[config.mk]
export PLATFORM = sky130hd
export DESIGN_NAME = branch_predictor
export DESIGN_NICKNAME = d
export VERILOG_FILES = /design/src/rtl/lc3b_types.sv /design/src/rtl/sat_counter_array.sv /design/src/rtl/branch_predictor.sv
export SDC_FILE = /design/constraint.sdc
export NUM_CORES = 1
export LEC_CHECK = 0
export ABC_AREA = 1
export CAP_MARGIN = 25
export CORE_UTILIZATION = 45
export CTS_CLUSTER_DIAMETER = 40
export DETAILED_ROUTE_END_ITERATION = 6
export SETUP_SLACK_MARGIN = 0.15
export SLEW_MARGIN = 20
export SYNTH_ARGS = -nofsm -noshare
export SYNTH_HDL_FRONTEND = slang
export SYNTH_HIERARCHICAL = 1
export SYNTH_SLANG_ARGS = --single-unit
export TNS_END_PERCENT = 1
[constraint.sdc]
create_clock -name clk -period 4.1 [get_ports clk]
set_input_delay 1.23 -clock clk [delete_from_list [all_inputs] [get_ports clk]]
set_output_delay 1.23 -clock clk [all_outputs]
set_load 0.01 [all_outputs]
[src/rtl/lc3b_types.sv]
// lc3b shared types.
// Word type, predictor index mode, counter reset value.
package lc3b_types;

  typedef logic [15:0] lc3b_word;

  typedef enum logic {
    BP_BIMODAL = 1'b0,
    BP_GSHARE  = 1'b1
  } bp_mode_t;

  // Weakly-not-taken value for an n-bit saturating counter.
  function automatic int bp_wnt(input int bits);
    return (1 << (bits - 1)) - 1;
  endfunction

endpackage

[src/rtl/sat_counter_array.sv]
// Table of saturating counters.
// One combinational read port, one inc/dec write port.
module sat_counter_array
  import lc3b_types::*;
#(
  parameter int ENTRIES = 64,
  parameter int BITS    = 2,
  localparam int IW     = $clog2(ENTRIES)
) (
  input  logic            clk,
  input  logic            reset,
  input  logic [IW-1:0]   rd_idx,
  output logic [BITS-1:0] rd_data,
  input  logic            wr_en,
  input  logic [IW-1:0]   wr_idx,
  input  logic            wr_inc
);

  localparam logic [BITS-1:0] INIT = BITS'(bp_wnt(BITS));
  localparam logic [BITS-1:0] MAX  = '1;

  logic [BITS-1:0] mem [ENTRIES];

  assign rd_data = mem[rd_idx];

  // Saturating train of one counter; reset loads weakly-not-taken.
  always_ff @(posedge clk) begin
    if (reset) begin
      for (int i = 0; i < ENTRIES; i++)
        mem[i] <= INIT;
    end else if (wr_en) begin
      if (wr_inc && mem[wr_idx] != MAX)
        mem[wr_idx] <= mem[wr_idx] + 1'b1;
      else if (!wr_inc && mem[wr_idx] != '0)
        mem[wr_idx] <= mem[wr_idx] - 1'b1;
    end
  end

endmodule

[src/rtl/branch_predictor.sv]
// Fetch-stage predictor: direct-mapped BTB,
// counter table, optional gshare, stats.
module branch_predictor
  import lc3b_types::*;
#(
  parameter int BTB_ENTRIES = 16,
  parameter int PHT_ENTRIES = 64,
  parameter int CTR_BITS    = 2,
  parameter int GHR_BITS    = 4,
  parameter int MODE        = 0,
  localparam int PI_W       = $clog2(PHT_ENTRIES)
) (
  input  logic            clk,
  input  logic            reset,
  input  lc3b_word        fetch_pc,
  output logic            btb_hit,
  output logic            btb_uc,
  output logic            pred_taken,
  output lc3b_word        pred_target,
  output logic [PI_W-1:0] pred_idx,
  input  logic            upd_valid,
  input  lc3b_word        upd_pc,
  input  logic [PI_W-1:0] upd_idx,
  input  logic            upd_uc,
  input  logic            upd_taken,
  input  lc3b_word        upd_target,
  input  logic            upd_pred_taken,
  input  lc3b_word        upd_pred_target,
  output logic            mispredict,
  output logic [15:0]     br_count,
  output logic [15:0]     mp_count
);

  localparam int  BI_W  = $clog2(BTB_ENTRIES);
  localparam int  TAG_W = 15 - BI_W;
  localparam bit  GSH   = (MODE == int'(BP_GSHARE));

  logic [BTB_ENTRIES-1:0] btb_valid;
  logic [BTB_ENTRIES-1:0] btb_ucb;
  logic [TAG_W-1:0]       btb_tag [BTB_ENTRIES];
  lc3b_word               btb_tgt [BTB_ENTRIES];

  logic [GHR_BITS-1:0] ghr;
  logic [CTR_BITS-1:0] ctr;
  logic [BI_W-1:0]     f_bi;
  logic [BI_W-1:0]     u_bi;
  logic                train;
  logic                alloc;
  logic                unused_bits;

  assign unused_bits = fetch_pc[0] ^ upd_pc[0];

  assign f_bi  = fetch_pc[BI_W:1];
  assign u_bi  = upd_pc[BI_W:1];
  assign train = upd_valid & ~upd_uc;
  assign alloc = upd_valid & upd_taken;

  assign btb_hit = btb_valid[f_bi] &&
                   btb_tag[f_bi] == fetch_pc[15:BI_W+1];
  assign btb_uc  = btb_hit & btb_ucb[f_bi];
  assign pred_taken  = btb_hit & (btb_uc | ctr[CTR_BITS-1]);
  assign pred_target = btb_hit ? btb_tgt[f_bi] : '0;

  assign pred_idx = fetch_pc[PI_W:1] ^
                    (GSH ? PI_W'(ghr) : '0);

  assign mispredict = upd_valid &
    ((upd_taken != upd_pred_taken) |
     (upd_taken & (upd_target != upd_pred_target)));

  sat_counter_array #(
    .ENTRIES (PHT_ENTRIES),
    .BITS    (CTR_BITS)
  ) u_pht (
    .clk     (clk),
    .reset   (reset),
    .rd_idx  (pred_idx),
    .rd_data (ctr),
    .wr_en   (train),
    .wr_idx  (upd_idx),
    .wr_inc  (upd_taken)
  );

  // BTB valid/uc: cleared on reset, set on taken resolve.
  always_ff @(posedge clk) begin
    if (reset) begin
      btb_valid <= '0;
      btb_ucb   <= '0;
    end else if (alloc) begin
      btb_valid[u_bi] <= 1'b1;
      btb_ucb[u_bi]   <= upd_uc;
    end
  end

  // BTB tag/target payload; only meaningful when valid.
  always_ff @(posedge clk) begin
    if (!reset && alloc) begin
      btb_tag[u_bi] <= upd_pc[15:BI_W+1];
      btb_tgt[u_bi] <= upd_target;
    end
  end

  // Non-speculative history of conditional outcomes.
  always_ff @(posedge clk) begin
    if (reset)
      ghr <= '0;
    else if (train)
      ghr <= GHR_BITS'({ghr, upd_taken});
  end

  // Saturating branch and mispredict statistics.
  always_ff @(posedge clk) begin
    if (reset) begin
      br_count <= '0;
      mp_count <= '0;
    end else if (upd_valid) begin
      if (br_count != 16'hFFFF)
        br_count <= br_count + 16'd1;
      if (mispredict && mp_count != 16'hFFFF)
        mp_count <= mp_count + 16'd1;
    end
  end

endmodule
After elaboration in Yosys (flattened, before gate mapping) --
Memory sizes are Yosys's and may differ from the RTL's. Cells that the tools add are included.
Storage, ports and cells: bits in read-only memories 0, memory bits (writable) 560, output and inout port bits 58, input port bits 76, bits in latches 0, word-level logic and storage cells 68, memories kept 3, bits in registers 64
Memories:
- btb_tgt | words 16, width 16, read ports 1, clocked after memory_dff 0, write ports 1, RTL line branch_predictor.sv:41 | lc3b_word btb_tgt [BTB_ENTRIES];
- btb_tag | words 16, width 11, read ports 1, clocked after memory_dff 0, write ports 1, RTL line branch_predictor.sv:40 | logic [TAG_W-1:0] btb_tag [BTB_ENTRIES];
- u_pht.mem | words 64, width 2, read ports 2, clocked after memory_dff 0, write ports 64, RTL line sat_counter_array.sv:22 | logic [BITS-1:0] mem [ENTRIES];
Cells by class: reductions and logical operators 12, shift-type cells 0, equality and inequality tests 6, div/mod/pow operators 0, add/sub/neg operators 4, $mul 0, muxes and demuxes 25, bitwise operators 11, magnitude comparators 3
Operators with widths (number):
- $add 16x1->16 const B | 2
- $ne 16x16->1 const B | 2
- $mux 1 | 17
- $bwmux 16 | 1
- $mux 16 | 1
- $ne 16x16->1 | 1
- $or 16x16->16 | 1
- $eq 11x11->1 | 1
- $lt 4x5->1 const B | 2
- $bmux 1 s4 | 2
- $and 1x1->1 | 6
- $logic_and 1x1->1 | 6
- $mux 6 | 1
- $demux 1 s4 | 1
- $ge 4x1->1 const B | 1
- $mux 2 | 2
- $reduce_and 2->1 | 2
- $or 1x1->1 | 3
- $add 2x1->2 const B | 1
- $logic_not 1->1 | 2
- $ne 2x2->1 const B | 1
- $reduce_bool 2->1 | 1
- $reduce_or 2->1 | 1
- $sub 2x1->2 const B | 1
- 2 further kinds | 2

Longest topological paths before layout --
An unclocked memory read counts as a cell.
word-level depth 11, mapped depth 20, mapped depth without buffers 16

Hierarchy --
Netlist, hierarchy kept.
By module, submodules not included:
- branch_predictor | instances 1, area each 21043.9 sq um, cells each 1915, sequential area each 14253.7 sq um
- sat_counter_array | instances 1, area each 8175.3 sq um, cells each 1140, sequential area each 3843.7 sq um

Worst setup path after synthesis --
No wires, ideal clock.
kind input -> output, start point input port fetch_pc[2], end point output port pred_target[2], stages on the path 10, buffers on the path 4, data arrival time 2.685 ns, path slack 0.185 ns, required time 2.870 ns, cells stage by stage buf_4 -> inv_2 -> buf_4 -> buf_4 -> buf_2 -> a21oi_1 -> a221oi_1 -> nor3_1 -> or2_1 -> nor2_1
Between the ends: longest elaborated chain between the ends 4, elaborated cells on any way between the ends 7, classes of those cells 1 x eq/ne; 3 x mux; 1 x reduce/logical; 2 x memory
RTL lines:
- from (decl) | RTL line branch_predictor.sv:15 | input lc3b_word fetch_pc,
- $mem_v2 16x11 / $bmux 1 s4 (equally long branches)
- $eq 11x11->1 / $mux 1 (equally long branches) | RTL line branch_predictor.sv:59, branch_predictor.sv:58
- $logic_and 1x1->1 | RTL line branch_predictor.sv:58 | assign btb_hit = btb_valid[f_bi] &&
- $mux 16 (*) | RTL line branch_predictor.sv:62 | assign pred_target = btb_hit ? btb_tgt[f_bi] : '0;
- to (decl) | RTL line branch_predictor.sv:19 | output lc3b_word pred_target,
Mark *: on every way between the ends. The rest lies on a longest branch, timed or not. The select of a mux whose other input is x is not followed.

Worst setup path after layout --
start point input port fetch_pc[1], end point output port pred_target[1]
The elaborated chain is that of the path after synthesis.

==> results.md <==
* Outcome: finished with violations
* Violated checks: negative setup slack
* Post-DR wirelength/cell at 20.5 um
* Tcrit/Tclk final at 107%
* Antenna-violating nets left at 0
* Worst Setup Start Kind: input port
* Max cap viols at 0
* Reg2Reg Setup Slack at 1.54 ns
* R2r startpoint: u_pht/mem[40][1]
* Switching portion of total power at 24.8%
* Hold Path End: btb_ucb[2]
* DRC viols at 0
* Critical path class: input port to output pin
* Flop pwr share at 42.8%
* Most common cell after layout, fill and taps aside: nand2_1
* Hold buffer count at cts at 0
* Total die area at 64800 um^2
* Total wire length at 84.3 mm
* Met3 WL at 5.57 mm
* I/O Buffers at 131
* Peak Freq at 227 MHz
* Initial antenna violation count at 1
* Syn nets at 3032
* Final setup margin at -0.304 ns
* Grt total ovfl at 0
* Die Ht at 255 um
* DR iter-0 viols at 1671
* Clock Latency Late Sink at 0.64 ns
* Layout cells sized above 1 at 14.8%
* WL met2 at 41.6 mm
* Core area at 63100 um^2
* GPL Wtd Cong at 0.867
* RSZ-0062 raised after global routing: true
* Initial core utilization at 45.5%
* Nets at 3255
* Worst vdd ir at 0.383 mV
* Syn_area_per_cell at 9.72 um^2
* Most frequent cells in the layout: 851 x nand2_1, 560 x edfxtp_1, 288 x nor2_1, 196 x nand3_1, 194 x inv_1
* CTS root buf: clkbuf_16
* Synth warnings at 6
* Reg2Reg Capture Point: u_pht/mem[3][0]
* FF-to-FF path depth at 13
* Pwr/cell area at 455 nW/um^2
* Hold Crit Depth at 2
* Post-route cell area at 36000 um^2
* Comb pwr share at 8.5%
* Leak at 13.6 nW
* TNS Setup at -4.34 ns
* Detailed-route vias per instance at 5.46
* Fillers at 5422
* Cell Area, Synth at 28700 um^2
* Worst-Margin Slew at 0.848 ns
* DPL Wire Length at 49.1 mm
* Clk pwr share at 48.7%
* # diodes at 0
* Setup violations, final at 20
* Worst hold start: btb_ucb[2]
* Core Rows at 92
* Crit Path Max Fanout at 8
* First-pass GRT wire length at 126 mm
* Clock tree buffer depth at 3
* Worst endpoint data arrival time at 3.17 ns
* Clk sinks at 624
* Worst Setup End Kind: output pin
* Final Skew at 0.0175 ns
* Post-Syn Instances at 2954
* Switch Pwr at 4.06 mW
* PnR Total Power at 16.4 mW
* Layout area overhead at 25.5%
* Placed Instance Area at 32100 um^2
* TritonCTS Buffers at 93
* Fin. Hold Viols at 0
* DR vias at 22400
* Total iterations of the first detailed-routing run at 5
* H-tree lvl count at 3
* CTS tree: built
* Max Used Layer: met5
* Rel. slew slack at 43.5%
* Worst min path class: flop to flop
* Crit path time final at 4.40 ns
* WP data required at 2.87 ns
* Ports at 134
* Max-slew violation count at 0
* Reg clk slew, reported paths at 0.05 ns
* GRT Resource Usage Total at 25.8%
* Vias in the first global route at 22000
* Largest net degree at the start of global routing at 73
* Met1 WL at 34.6 mm
* Chip width at 255 um
* Pint at 12.3 mW
## registers in the layout, indices dropped and copies added, names as in the netlist
signal     flops
btb_tag      176
btb_tgt      256
u_pht/mem    128
btb_valid     16
mp_count      16
btb_ucb       16
br_count      16
## routing by layer
layer | up-vias | track usage, %
li1 | 10600 | -
met1 | 10900 | 32.9
met2 | 802 | 44.5
met3 | 157 | 3.75
met4 | 2 | 9.34
met5 | - | 0
## worst max-delay path by stage
stage,start,to,depth (start not counted)
final,fetch_pc[1],pred_target[1],18
after global placement,fetch_pc[1],pred_target[9],16
after floorplan,fetch_pc[2],pred_target[2],10
after CTS,fetch_pc[1],pred_target[4],16
after detailed placement,fetch_pc[1],pred_target[7],16
after global routing,fetch_pc[1],pred_target[1],18
## stage by stage
step                util, %  std cells  hold WS, ns  setup WS, ns
finish                 57.1       4104        0.445        -0.304
global route           57.1       4104        0.483        -0.413
CTS                    56.4       4086        0.446        -0.308
detailed placement     50.8       3902        0.440        -0.789
global placement       50.8       3902        0.435        -0.743
floorplan                 -       2954        0.423         0.185
## power groups by stage
stage	Sequential, mW	Combinational [mW]	Clock [mW]
after floorplan	7.14	0.712	0
after detailed placement	7.14	1.29	0
after CTS	7.01	1.34	8.09
after global routing	7.02	1.50	8.38
after global placement	7.14	1.27	0
final	7.02	1.39	7.99
## timing repair
action,4_1_cts,5_1_grt
pin swaps,3,26
setup buffers,2,5
cloned,6,13
endpoints found under the setup margin,21,21
resized for setup,106,75
## worst max-delay path, stage by stage
cell       delay [ns]
clkbuf_16        0.18
buf_12           0.15
clkbuf_16        0.16
nand2_1          0.05
nand3_1          0.09
nand3_2          0.09
nand3_2          0.10
nand2_1          0.05
nand2_1          0.05
nand2_1          0.06
nor2_1           0.10
nand2_1          0.09
nor2_4           0.14
buf_12           0.18
buf_12           0.13
nand2_8          0.06
nor2_1           0.10
buf_2            0.13
## area by class of cell
cell class,count,area [um^2],area share (%)
well taps,846,1060,2.94
repair buffers,316,3600,9.99
repair inverters,2,22.5,0.0625
clock buffers,104,2370,6.57
inverters,204,807,2.24
clock inverters,72,845,2.34
flip-flops and latches,624,18100,50.2
multi-input cells,1936,9240,25.6
(Power assumes the default switching activity.)
